==> config.mk <==
export PLATFORM = sky130hd
export DESIGN_NAME = input_map
export DESIGN_NICKNAME = d
export VERILOG_FILES = /design/src/rtl/input_map_pkg.sv /design/src/rtl/input_debounce.sv /design/src/rtl/input_map.sv
export SDC_FILE = /design/constraint.sdc
export NUM_CORES = 1
export LEC_CHECK = 0
export CAP_MARGIN = 20
export CORE_UTILIZATION = 36
export DETAILED_ROUTE_END_ITERATION = 10
export PLACE_DENSITY = 0.62
export RECOVER_POWER = 50
export SLEW_MARGIN = 20
export SYNTH_ARGS = -nofsm -noshare
export SYNTH_HDL_FRONTEND = slang
export SYNTH_SLANG_ARGS = --single-unit
==> constraint.sdc <==
create_clock -name clk -period 1.9 [get_ports clk]
set_input_delay 0.38 -clock clk [delete_from_list [all_inputs] [get_ports clk]]
set_output_delay 0.38 -clock clk [all_outputs]
set_load 0.02 [all_outputs]
==> src/rtl/input_map_pkg.sv <==
// Shared definitions for the memory-mapped input peripheral: register
// addresses and the bus access-size encoding used by the I/O maps.
package input_map_pkg;

    localparam logic [31:0] ADDR_SW       = 32'h0000_0000;
    localparam logic [31:0] ADDR_BTN      = 32'h0000_0004;
    localparam logic [31:0] ADDR_PEND     = 32'h0000_0008;
    localparam logic [31:0] ADDR_IRQ_MASK = 32'h0000_000C;

    typedef enum logic [1:0] {
        SIZE_BYTE = 2'd0,
        SIZE_HALF = 2'd1,
        SIZE_WORD = 2'd2
    } size_e;

endpackage

==> src/rtl/input_debounce.sv <==
// Single-bit two-flop synchronizer followed by a counting debouncer.
// rise pulses for one cycle on the edge that moves stable from 0 to 1.
module input_debounce #(
    parameter int DEBOUNCE_CYCLES = 16
) (
    input  logic clk,
    input  logic rst,
    input  logic raw,
    output logic stable,
    output logic rise
);
    localparam int CW = $clog2(DEBOUNCE_CYCLES + 1);
    localparam logic [CW-1:0] CNT_LAST = CW'(DEBOUNCE_CYCLES - 1);

    logic          meta;
    logic          sync;
    logic [CW-1:0] cnt;
    logic          done;

    assign done = (sync != stable) && (cnt == CNT_LAST);
    // Flagged on the cycle the update commits, so the pulse and the new
    // stable level take effect on the same edge.
    assign rise = done && sync;

    always_ff @(posedge clk) begin
        if (rst) begin
            meta   <= 1'b0;
            sync   <= 1'b0;
            stable <= 1'b0;
            cnt    <= '0;
        end else begin
            meta <= raw;
            sync <= meta;
            if (sync == stable) begin
                cnt <= '0;
            end else if (done) begin
                stable <= sync;
                cnt    <= '0;
            end else begin
                cnt <= cnt + CW'(1);
            end
        end
    end

endmodule

==> src/rtl/input_map.sv <==
// Memory-mapped switch/button input block with sticky W1C press flags.
// Optional IRQ mask register and interrupt output under INPUT_MAP_IRQ_EN.
module input_map
    import input_map_pkg::*;
#(
    parameter int DEBOUNCE_CYCLES = 16,
    parameter int NUM_SW          = 8,
    parameter int NUM_BTN         = 4
) (
    input  logic               clk,
    input  logic               rst,
    input  logic [31:0]        input_address,
    input  logic [31:0]        input_in,
    input  logic [1:0]         input_size,
    input  logic               input_write_enable,
    output logic [31:0]        input_out,
    input  logic [NUM_SW-1:0]  sw,
    input  logic [NUM_BTN-1:0] btn,
    output logic               irq
);
    logic [NUM_SW-1:0]  stable_sw;
    logic [NUM_SW-1:0]  sw_rise;
    logic [NUM_BTN-1:0] stable_btn;
    logic [NUM_BTN-1:0] btn_rise;
    logic [NUM_BTN-1:0] pending;
    logic [31:0]        word_addr;
    logic [31:0]        wmask;
    logic [31:0]        wdata;
    logic [NUM_BTN-1:0] wbits;
    logic               wr_pend;
    size_e              size;

    for (genvar i = 0; i < NUM_SW; i++) begin : g_sw
        input_debounce #(.DEBOUNCE_CYCLES(DEBOUNCE_CYCLES)) u_db (
            .clk    (clk),
            .rst    (rst),
            .raw    (sw[i]),
            .stable (stable_sw[i]),
            .rise   (sw_rise[i])
        );
    end

    for (genvar i = 0; i < NUM_BTN; i++) begin : g_btn
        input_debounce #(.DEBOUNCE_CYCLES(DEBOUNCE_CYCLES)) u_db (
            .clk    (clk),
            .rst    (rst),
            .raw    (btn[i]),
            .stable (stable_btn[i]),
            .rise   (btn_rise[i])
        );
    end

    assign word_addr = {input_address[31:2], 2'b00};
    assign size      = size_e'(input_size);
    assign wmask     = (size == SIZE_BYTE) ? 32'h0000_00FF : 32'hFFFF_FFFF;
    assign wdata     = input_in & wmask;
    assign wbits     = wdata[NUM_BTN-1:0];
    assign wr_pend   = input_write_enable && (word_addr == ADDR_PEND);

    // A press arriving with a W1C of the same bit keeps the flag set.
    always_ff @(posedge clk) begin
        if (rst) begin
            pending <= '0;
        end else begin
            pending <= (pending & ~(wr_pend ? wbits : '0)) | btn_rise;
        end
    end

`ifdef INPUT_MAP_IRQ_EN
    logic [NUM_BTN-1:0] irq_mask;
    logic               wr_mask;

    assign wr_mask = input_write_enable && (word_addr == ADDR_IRQ_MASK);

    always_ff @(posedge clk) begin
        if (rst) begin
            irq_mask <= '0;
            irq      <= 1'b0;
        end else begin
            if (wr_mask) begin
                irq_mask <= wbits;
            end
            irq <= |(pending & irq_mask);
        end
    end
`else
    assign irq = 1'b0;
`endif

    always_comb begin
        input_out = 32'h0;
        case (word_addr)
            ADDR_SW:       input_out = 32'(stable_sw);
            ADDR_BTN:      input_out = 32'(stable_btn);
            ADDR_PEND:     input_out = 32'(pending);
`ifdef INPUT_MAP_IRQ_EN
            ADDR_IRQ_MASK: input_out = 32'(irq_mask);
`endif
            default:       input_out = 32'h0;
        endcase
    end

endmodule

=== Word-level counts from Yosys, hierarchy flattened ===
Index checks and enable logic that the tools add are counted.

* Flip-flop bits (word level): 100
* Latch bits: 0
* Memory bits (writable): 0
* Bits in read-only memories: 0
* Input bits: 81
* Output and inout port bits: 33
* Logic and storage cells: 159
* Memories: 0

* Add/sub/neg operators: 12
* Multiply operators: 0
* Div/mod/pow operators: 0
* $lt $le $gt $ge: 0
* Equal/unequal tests: 38
* Shift-type cells: 0
* Mux-type cells: 2
* Bitwise operators: 16
* Reduce and logical (&&, ||, !) cells: 42

{| class="wikitable"
|+ Operator list
! kind !! number
|-
| $add 5x1->5 const B || 12
|-
| $eq 5x4->1 const B || 12
|-
| $reduce_or 3->1 || 12
|-
| $logic_not 32->1 || 1
|-
| $eq 30x1->1 const B || 1
|-
| $eq 30x2->1 const B || 1
|-
| $pmux 8 s3 || 1
|-
| $reduce_and 2->1 || 12
|-
| $logic_and 1x1->1 || 17
|-
| $eq 1x1->1 || 12
|-
| $ne 1x1->1 || 12
|-
| $not 1->1 || 12
|-
| $and 4x4->4 || 1
|-
| $and 4x4->4 const B || 1
|-
| $mux 4 || 1
|-
| $not 4->4 || 1
|-
| $or 4x4->4 || 1
|}

=== Logic depth before layout (Yosys ltp) ===
Gate-level depths: netlist (run 1).

* Depth in word-level cells: 6
* Mapped depth: 7
* Gate-level depth less buffers: 7

=== Hierarchy ===
Synthesis (run 1) repeated with hierarchy kept, for this count alone.

* Cell total of the unflattened synthesis: 427
* Area, all modules: 4126.5 µm²

{| class="wikitable"
|+ Modules (own cells, without submodules)
! module !! times used !! cells an instance !! area each (µm²) !! sequential area each (µm²)
|-
| input_debounce || 12 || 29 || 292.8 || 160.2
|-
| input_map || 1 || 79 || 613.1 || 80.1
|}

=== Least setup slack after synthesis (run 1) ===
Ideal clock, no wire load.

* Path kind: input-to-output
* Start point: input input_address[27]
* End point: output input_out[5]
* Arrival: 1.826 ns
* Data required time: 1.520 ns
* Slack: -0.306 ns
* Stages: 4
* Buffers on the path: 1
* Cell sequence: or4_4 -> or3_1 -> buf_6 -> nor4b_2

* Longest elaborated chain between the ends: 2

{| class="wikitable"
|+ RTL lines
! item !! RTL line !! RTL
|-
| start: declaration || input_map.sv:12 || <nowiki>input logic [31:0] input_address,</nowiki>
|-
| $eq 30x2->1, or another cell as far along || input_map.sv:92 || <nowiki>case (word_addr)</nowiki>
|-
| $pmux 8 s3 * || input_map.sv:92 ||
|-
| end: declaration || input_map.sv:16 || <nowiki>output logic [31:0] input_out,</nowiki>
|}

Mark *: on every way between the ends. The rest lies on a longest branch, timed or not.

=== Final worst setup path (run 1) ===
* Start point: input input_address[28]
* End point: output input_out[3]

Same word-level chain as after synthesis.

==> results of run 1 <==
==> cell type report <==
class                           count  area (µm²)  area share
Multi-Input combinational cell    282        1920       0.385
Clock buffer                       12         145      0.0291
Clock inverter                      4        25.0     0.00502
Sequential cell                   100        2000       0.402
Tap cell                          140         175      0.0351
Inverter                           24        90.1      0.0181
Timing Repair Buffer               80         628       0.126
==> per-stage QoR <==
stage / worst slack (ps) / util / power [mW] / area, µm² / hold WS [ps]
after floorplan: -194 / - / 2.34 / 4150 / 414
after detailed placement: -1240 / 0.436 / 2.43 / 4750 / 421
after global routing: -411 / 0.458 / 3.71 / 4980 / 461
after global placement: -1240 / 0.436 / 2.43 / 4750 / 422
final: -364 / 0.458 / 3.54 / 4980 / 442
after CTS: -513 / 0.464 / 3.61 / 5050 / 443
==> sequential cells by signal, indices dropped and copies added, names as in the netlist <==
register and flops:
g_btn.u_db.cnt 20, g_sw.u_db.stable 8, g_sw.u_db.cnt 40, g_btn.u_db.stable 4, g_btn.u_db.sync 4, pending 4
g_sw.u_db.sync 8, g_btn.u_db.meta 4, g_sw.u_db.meta 8
==> layout by cell type (no fill, tap or decap), types with 10 or more instances in the layout <==
| cell type | n |
|---|---|
| xor2_1 | 12 |
| or3_1 | 12 |
| conb_1 | 25 |
| clkbuf_8 | 10 |
| nor2b_1 | 29 |
| mux2i_1 | 12 |
| inv_1 | 24 |
| dfxtp_1 | 100 |
| clkdlybuf4s50_1 | 19 |
| ha_1 | 24 |
| clkbuf_2 | 19 |
| and3_1 | 12 |
| xnor2_1 | 24 |
| nand3_1 | 12 |
| nor2_1 | 76 |
| buf_4 | 25 |
==> power breakdown <==
group	switching [mW]	internal [mW]	total [mW]	leakage, nW
Combinational	0.118	0.106	0.224	1.09
Clock	0.664	0.508	1.17	0.0824
Sequential	0.0149	2.13	2.14	0.811
==> worst max-delay path, cell delays in order <==
cell and delay (ps):
buf_6 90, or4_4 530, or3_4 450, buf_4 180, nor2_4 110, buf_4 150
==> layer usage <==
layer	up-vias	track usage	share of wire
li1	1455	-	-
met1	1284	0.135	0.45
met2	75	0.224	0.49
met3	4	0.0466	0.058
met4	0	0.0440	0.0041
met5	-	0	0
==> timing repair <==
action / 4_1_cts / 5_1_grt
cloned: 0 / 0
pin swaps: 14 / 13
buffers inserted: 13 / 2
resized for setup: 102 / 41
setup endpoints to repair: 8 / 12
==> kinds of logic (layout without fill, tap and decap cells) <==
family	after synthesis	count (layout)	synth area share
AND/OR/NAND/NOR	169	169	0.218
multiplexers	12	12	0.0298
adder cells (fa/ha/maj)	24	24	0.0745
AO/OA/AOI/OAI	16	16	0.0236
XOR/XNOR	36	36	0.0782
other	1	25	0.000930
flip-flops	100	100	0.497
buffers and inverters	57	120	0.0785
==> worst paths after layout <==
check                            from                   to  slack, ps  cells past startpoint
setup / recovery    input_address[28]         input_out[3]       -360                      6
hold / removal      g_sw[1].u_db.meta    g_sw[1].u_db.sync        440                      1
setup reg to reg  g_sw[7].u_db.cnt[0]  g_sw[7].u_db.cnt[3]        280                      5
hold reg to reg     g_sw[1].u_db.meta    g_sw[1].u_db.sync        440                      1
==> metrics.md, run 1 <==
| Metric | Value |
|---|---|
| Status | `complete, but fails checks` |
| Failing checks | `capacitance limit, slew limit, setup timing` |
| Routed Antenna Nets | `0` |
| Final Setup Violations | `8` |
| Yosys top cell area share | `0.497` |
| Min-Delay Path Class | `reg -> reg` |
| Via count | `2818` |
| Max Cap Viol | `1` |
| Maximum clock insertion buffer count | `2` |
| CTS tree | `done` |
| Hold Vio Cnt, Final | `0` |
| Avg Inst Size Synth | `9.71 µm²` |
| Fin cells | `about 640` |
| Leak pwr | `1.98 nW` |
| Site row count | `38` |
| Max_slew headroom | `-0.0431` |
| Clock Skews | `between 6 and 7 ps` |
| Grt total ovfl | `0` |
| Starting Density | `0.370` |
| FMAX | `442 MHz` |
| Crit path kind | `in -> out` |
| Top post-synthesis cells by area | `dfxtp_1 50%, ha_1 7.5%, nor2_1 7.5%` |
| Fin. max-slew vios | `38` |
| Fill cell count | `1063` |
| Overall Global Routing Usage | `0.125` |
| Die extent in y | `between 100 and 150 µm` |
| Final WL | `6640 µm` |
| Synth Warn # | `0` |
| RSZ-0062 raised after global routing | `true` |
| Initial antenna violation count | `0` |
| Die footprint | `approximately 0.012 mm²` |
| Netlist cell types | `28` |
| H-tree Lvls | `3` |
| VDD IR-drop max | `0.000470 V` |
| DP HPWL | `roughly 4800 µm` |
| Crit path launch type | `input pin` |
| Core Region | `between 0.01 and 0.015 mm²` |
| Slew @ Worst Pin | `1560 ps` |
| Die W | `approximately 110 µm` |
| Placer Congestion | `0.713` |
| DRC viols | `0` |
| Critical Path Sink Type | `output pin` |
| WP data arrival | `1880 ps` |
| Clk Latency, worst-skew pair | `approximately 350 ps` |
| Cell with the most instances after synthesis | `dfxtp_1` |
| Fin crit period | `2260 ps` |
| Clock Pin Slew Worst Setup and Hold Paths | `90 ps` |
| Power Density | `approximately 700 mW/mm²` |
| Max FO, Critical Path | `8` |
| Io pins | `114` |
| Diode count | `0` |
| Period utilization | `1.19` |
| Synth top cells by count | `100 x dfxtp_1, 80 x nor2_1, 29 x nor2b_1` |
| CTS Sinks | `100` |
| Vias in the first global route | `about 2.8k` |
| Fin nets | `~600` |
| Root buf cell | `clkbuf_8` |
| Num CTS Buffers | `9` |
| Mapped Cells | `415` |
| Vias/cell | `approximately 4.4` |
| Sequential element share of the synthesized area | `0.497` |
| Share of layout cells above drive strength 1 | `0.167` |
| Hold buffer count at CTS | `0` |
| Setup TNS | `-2650 ps` |
| Synth Cell Area | `around 0.0040 mm²` |
| Largest net degree at the start of global routing | `38` |
| Synth Flop Type | `dfxtp_1` |
| Largest area contributor in the netlist | `dfxtp_1` |
| DRT Pass-1 Iters | `4` |
| Setup ws final | `-364 ps` |
| Input/output buffers | `56` |
| Async S/R FF share, synth | `0` |
| First-pass GRT wire length | `11400 µm` |
| Synth-to-layout area growth | `23.7%` |
| Req. time, crit path | `approximately 1500 ps` |
| Number of DRC markers in iteration 0 | `47` |
| Inst Count DP | `615` |
| WL/cell | `10.3 µm` |
| Synth Register Bits | `100` |
| Post-synth EDFFs | `0` |
No activity file was read; power rests on OpenSTA's default activity.
==> inputs of run 2 (changes only) <==
- SETUP_SLACK_MARGIN: unset -> 0.4
==> run 2 against run 1 <==
The flow finishes with violations (setup timing). Sequential cell count unchanged. Wire length increased by 8.1%. Count of clock-buffer cells in the layout unchanged. Final area increased by 6.8%. Via count increased by 3.2%. Clock skew increased by 0.87 ps. Non-clock buffer count increased by 8. Sequential share of layout area decreased by 2.4 points. Critical path depth unchanged. Core utilization increased by 3.1 points. Power increased by 0.83%. Maximum frequency decreased by 0.94%. Critical endpoint is now input_out[7].
==> metrics.md, run 2 (same netlist as run 1, synthesis figures left out) <==
| Metric | Value |
|---|---|
| Status | `complete, but fails checks` |
| Failing checks | `setup timing` |
| Commonest non-fill, non-tap cells in the layout | `94 x dfxtp_1, 57 x nor2_1, 29 x nor2b_1` |
| Share of layout cells above drive strength 1 | `0.269` |
| Max reg flops | `40` |
| WHS Path Cells | `1` |
| DP HPWL | `4830 µm` |
| Grt total ovfl | `0` |
| Clock Pin Slew Worst Setup and Hold Paths | `80 ps` |
| VDD IR-drop max | `~0.00048 V` |
| Vias in the first global route | `~2.8k` |
| CTS tree | `done` |
| Via count | `2908` |
| Final Cell Area | `roughly 0.0053 mm²` |
| Hold buffer count at CTS | `0` |
| Period utilization | `1.20` |
| Inst Count DP | `615` |
| Input/output buffers | `56` |
| Min-delay src | `g_sw[6].u_db.cnt[0]` |
| Num CTS Buffers | `9` |
| Crit Reg-Reg Startpoint | `g_btn[0].u_db.cnt[0]` |
| Reg2reg end | `g_btn[0].u_db.cnt[3]` |
| Fin crit period | `2290 ps` |
| Sequential Area | `0.00201 mm²` |
| Req. time, crit path | `roughly 1500 ps` |
| Hold slack | `419 ps` |
| Slew @ Worst Pin | `743 ps` |
| Hold endpoint | `g_sw[6].u_db.cnt[0]` |
| First-pass GRT wire length | `11500 µm` |
| Hold Vio Cnt, Final | `0` |
| R2R cell count | `5` |
| Internal reg-to-reg setup slack | `280 ps` |
| Power Density | `670 mW/mm²` |
| Die W | `between 100 and 150 µm` |
| Largest registers | `g_sw.u_db.cnt: 40 flops, g_btn.u_db.cnt: 20 flops` |
| Crit path launch type | `input pin` |
| Overall Global Routing Usage | `0.126` |
| Fin nets | `slightly above 600` |
| Area of the multi-input gates | `0.00212 mm²` |
| Die extent in y | `approximately 110 µm` |
| Min-Delay Path Class | `reg -> reg` |
| Site row count | `38` |
| DRC viols | `0` |
| Max_slew headroom | `0.505` |
| Clock Skews | `7.52 ps` |
| Number of DRC markers in iteration 0 | `53` |
| H-tree Lvls | `3` |
| Crit path kind | `in -> out` |
| Max Cap Viol | `0` |
| WP data arrival | `1910 ps` |
| Synth-to-layout area growth | `32.0%` |
| Routed Antenna Nets | `0` |
| Largest net degree at the start of global routing | `38` |
| Leak pwr | `2.02 nW` |
| Pre-CTS setup slack | `-1240 ps` |
| Starting Density | `0.370` |
| Max FO, Critical Path | `8` |
| Final WL | `7190 µm` |
| Io pins | `114` |
| Die footprint | `approximately 0.012 mm²` |
| Placer Congestion | `0.713` |
| Largest reg by FF count | `g_sw.u_db.cnt` |
| Diode count | `0` |
| Power Total | `3.57 mW` |
| Critical Path Sink Type | `output pin` |
| Initial antenna violation count | `0` |
| Maximum clock insertion buffer count | `2` |
| RSZ-0062 raised after global routing | `true` |
| FMAX | `about 440 MHz` |
| Core Region | `0.0109 mm²` |
| CTS Sinks | `100` |
| Fill cell count | `1038` |
| DRT Pass-1 Iters | `4` |
| Fin cells | `650` |
| Final Setup Violations | `12` |
| Setup ws final | `-385 ps` |
| Clk Latency, worst-skew pair | `360 ps` |
| Most common cell after layout, fill and taps aside | `dfxtp_1` |
| Vias/cell | `4.47` |
| Fin. max-slew vios | `0` |
| Root buf cell | `clkbuf_8` |
| WL/cell | `11.1 µm` |
| DP Area | `0.00475 mm²` |
run 2: changes by cell type in the layout (fill, tap and decap cells not counted), moves of 7 or more:
| cell | before | now |
|---|---|---|
| buf_6 | 6 | 20 |
| ha_1 | 24 | 11 |
| ha_2 | 0 | 7 |
| nor2_1 | 76 | 57 |
| nor2_2 | 0 | 17 |
run 2: final cells by class:
| class | instances | share of cell area |
|---|---|---|
| tap | 140 | 0.0329 |
| clock buffer | 12 | 0.0273 |
| inverter | 24 | 0.0169 |
| multi-input combinational | 282 | 0.399 |
| timing repair buffer | 88 | 0.141 |
| clock inverter | 4 | 0.00470 |
| sequential | 100 | 0.378 |
run 2: timing repair:
action / in CTS / in global routing
resized for setup: 117 / 128
setup buffers: 13 / 6
setup endpoints to repair: 68 / 72
pin swaps: 26 / 37
run 2: report_power, final:
group,internal [mW],switching [mW],total (mW)
clock,0.508,0.671,1.18
sequential,2.13,0.0160,2.14
combinational,0.117,0.128,0.245
total,2.75,0.815,3.57
run 2: critical path: stages:
cell     delay (ps)
buf_6            90
or4_4           520
or3_4           350
buf_12          160
nor4b_4         220
buf_4           180
run 2: how the worst max path moves through the flow:
stage                               to              start  slack (ps)
after CTS                 input_out[7]  input_address[28]        -510
final                     input_out[7]  input_address[29]        -390
after detailed placement  input_out[7]   input_address[5]       -1240
after global routing      input_out[7]  input_address[29]        -440
after global placement    input_out[7]   input_address[5]       -1240
after floorplan           input_out[4]  input_address[27]        -190
run 2: stage by stage:
| step | utilization | setup TNS (ps) |
|---|---|---|
| 6_report | 0.489 | -3160 |
| 5_1_grt | 0.489 | -3690 |
| 4_1_cts | 0.470 | -4750 |
| 3_5_place_dp | 0.436 | -9300 |
| 3_3_place_gp | 0.436 | -9280 |
| 2_1_floorplan | - | -1400 |
run 2: metal layers:
| layer | share of wire | up-vias | GRT usage |
|---|---|---|---|
| li1 | - | 1474 | - |
| met1 | 0.43 | 1349 | 0.135 |
| met2 | 0.51 | 74 | 0.227 |
| met3 | 0.057 | 11 | 0.0466 |
| met4 | 0.011 | 0 | 0.0440 |
| met5 | 0 | - | 0 |
==> inputs of run 3 (changes only) <==
- RECOVER_POWER: 50 -> 25
==> run 3 against run 2 <==
Largest cell class unchanged. Critical path depth unchanged. Maximum frequency about the same. Clock power is essentially flat. The flow still finishes with violations (setup timing).
==> metrics.md, run 3 (same netlist as run 1, synthesis figures left out) <==
| Metric | Value |
|---|---|
| Fin crit period | `2280 ps` |
| Vias in the first global route | `2831` |
| VDD IR-drop max | `0.000479 V` |
| Largest registers | `g_sw.u_db.cnt: 40 flops, g_btn.u_db.cnt: 20 flops` |
| Setup TNS | `-3160 ps` |
| Clock Pin Slew Worst Setup and Hold Paths | `80 ps` |
| Sequential power share | `0.600` |
| Vias/cell | `about 4.5` |
| Status | `complete, but fails checks` |
| Maximum clock insertion buffer count | `2` |
| Input/output buffers | `56` |
| Clock power share | `0.330` |
| Crit path kind | `in -> out` |
| Crit path launch type | `input pin` |
| Internal Power | `2.75 mW` |
| Starting Density | `0.370` |
| Fin cells | `650` |
| Hold Vio Cnt, Final | `0` |
| Critical Path Sink Type | `output pin` |
| Area of the multi-input gates | `0.00222 mm²` |
| Failing checks | `setup timing` |
| Final Setup Violations | `12` |
| CTS Sinks | `100` |
| Site row count | `38` |
| Routed Antenna Nets | `0` |
| Die W | `roughly 110 µm` |
| Placer Congestion | `0.713` |
| Max reg flops | `40` |
| Setup ws final | `-385 ps` |
| Number of DRC markers in iteration 0 | `around 50` |
| Largest reg by FF count | `g_sw.u_db.cnt` |
| Clk Latency, worst-skew pair | `360 ps` |
| Net Sw Frac | `0.228` |
| Period utilization | `1.20` |
| Clock Skews | `about 8.5 ps` |
| Grt total ovfl | `0` |
| First-pass GRT wire length | `11500 µm` |
| Diode count | `0` |
| Largest net degree at the start of global routing | `38` |
| WL/cell | `about 11 µm` |
| Min-Delay Path Class | `reg -> reg` |
| Max FO, Critical Path | `8` |
| Slew @ Worst Pin | `between 700 and 800 ps` |
| Final WL | `7160 µm` |
| DRT Pass-1 Iters | `4` |
| Io pins | `around 110` |
| Die footprint | `0.0116 mm²` |
| Leak pwr | `2.02 nW` |
| WP data arrival | `between 1500 and 2000 ps` |
| RSZ-0062 raised after global routing | `true` |
| Via count | `between 2k and 3k` |
| Overall Global Routing Usage | `0.126` |
| Synth-to-layout area growth | `34.9%` |
| CTS tree | `done` |
| Most common cell after layout, fill and taps aside | `dfxtp_1` |
| Inst Count DP | `approximately 620` |
| Fill cell count | `1017` |
| Power Total | `3.57 mW` |
| Commonest non-fill, non-tap cells in the layout | `88 x dfxtp_1, 57 x nor2_1, 29 x nor2b_1` |
| Hold buffer count at CTS | `0` |
| H-tree Lvls | `3` |
| Share of layout cells above drive strength 1 | `0.316` |
| Fin nets | `610` |
| DRC viols | `0` |
| Num CTS Buffers | `9` |
| Fin. max-slew vios | `0` |
| Combinational share of power | `0.070` |
| Sequential Area | `0.00202 mm²` |
| Initial antenna violation count | `0` |
| Max_slew headroom | `0.487` |
| Net switching power | `0.813 mW` |
| FMAX | `438 MHz` |
| Die extent in y | `108 µm` |
| Req. time, crit path | `1520 ps` |
| DP HPWL | `between 4000 and 5000 µm` |
| Core Region | `0.0109 mm²` |
| Max Cap Viol | `0` |
| Root buf cell | `clkbuf_8` |
| Power Density | `656 mW/mm²` |
[run 3: changes by cell type in the layout (fill, tap and decap cells not counted)]
cell     previous run  this run
and3_1              7         6
and3_4              5         6
dfxtp_1            94        88
dfxtp_2             6         9
dfxtp_4             0         3
ha_1               11         3
ha_2                7        12
ha_4                6         9
or3_1               9         0
or3_4               4        13
[run 3: through the flow]
step	instance area [µm²]	util	setup slack, ps	hold slack [ps]
6_report	5440	0.499	-385	420
5_1_grt	5440	0.499	-440	439
4_1_cts	5120	0.470	-513	424
3_5_place_dp	4750	0.436	-1240	421
3_3_place_gp	4750	0.436	-1240	422
2_1_floorplan	4150	-	-194	414
[run 3: cell type report]
cell class | instances | share of cell area
Clock buffer | 12 | 0.0267
Clock inverter | 4 | 0.00460
Inverter | 24 | 0.0166
Multi-Input combinational cell | 282 | 0.409
Sequential cell | 100 | 0.372
Tap cell | 140 | 0.0322
Timing Repair Buffer | 88 | 0.138
[run 3: worst paths after layout]
path	startpoint	to	slack, ps	depth (start not counted)
max reg2reg	g_sw[4].u_db.cnt[0]	g_sw[4].u_db.cnt[2]	440	5
min	g_sw[6].u_db.cnt[0]	g_sw[6].u_db.cnt[0]	420	1
min reg2reg	g_sw[6].u_db.cnt[0]	g_sw[6].u_db.cnt[0]	420	1
max	input_address[29]	input_out[7]	-380	6
[run 3: power by group through the flow]
stage,Combinational (mW),Clock (mW),Sequential (mW)
6_report,0.251,1.18,2.14
2_1_floorplan,0.157,0,2.19
4_1_cts,0.240,1.24,2.14
3_3_place_gp,0.240,0,2.19
3_5_place_dp,0.244,0,2.19
5_1_grt,0.275,1.32,2.14
[run 3: repair_timing]
item                       in CTS  in global routing
setup endpoints to repair      68                 72
pin swaps                      26                 37
resized for setup             117                128
setup buffers                  13                  6
gates cloned                    0                  0
[run 3: metal layers]
layer  up-vias  GRT usage  wire length (µm)
met5         -          0                 0
li1       1477          -                 -
met4         0     0.0440                81
met3        10     0.0466               412
met2        78      0.227              3660
met1      1336      0.135              3010
[run 3: critical path: stages]
cell and delay, ps:
buf_6 90, or4_4 520, or3_4 350, buf_12 160
nor4b_4 220, buf_4 180
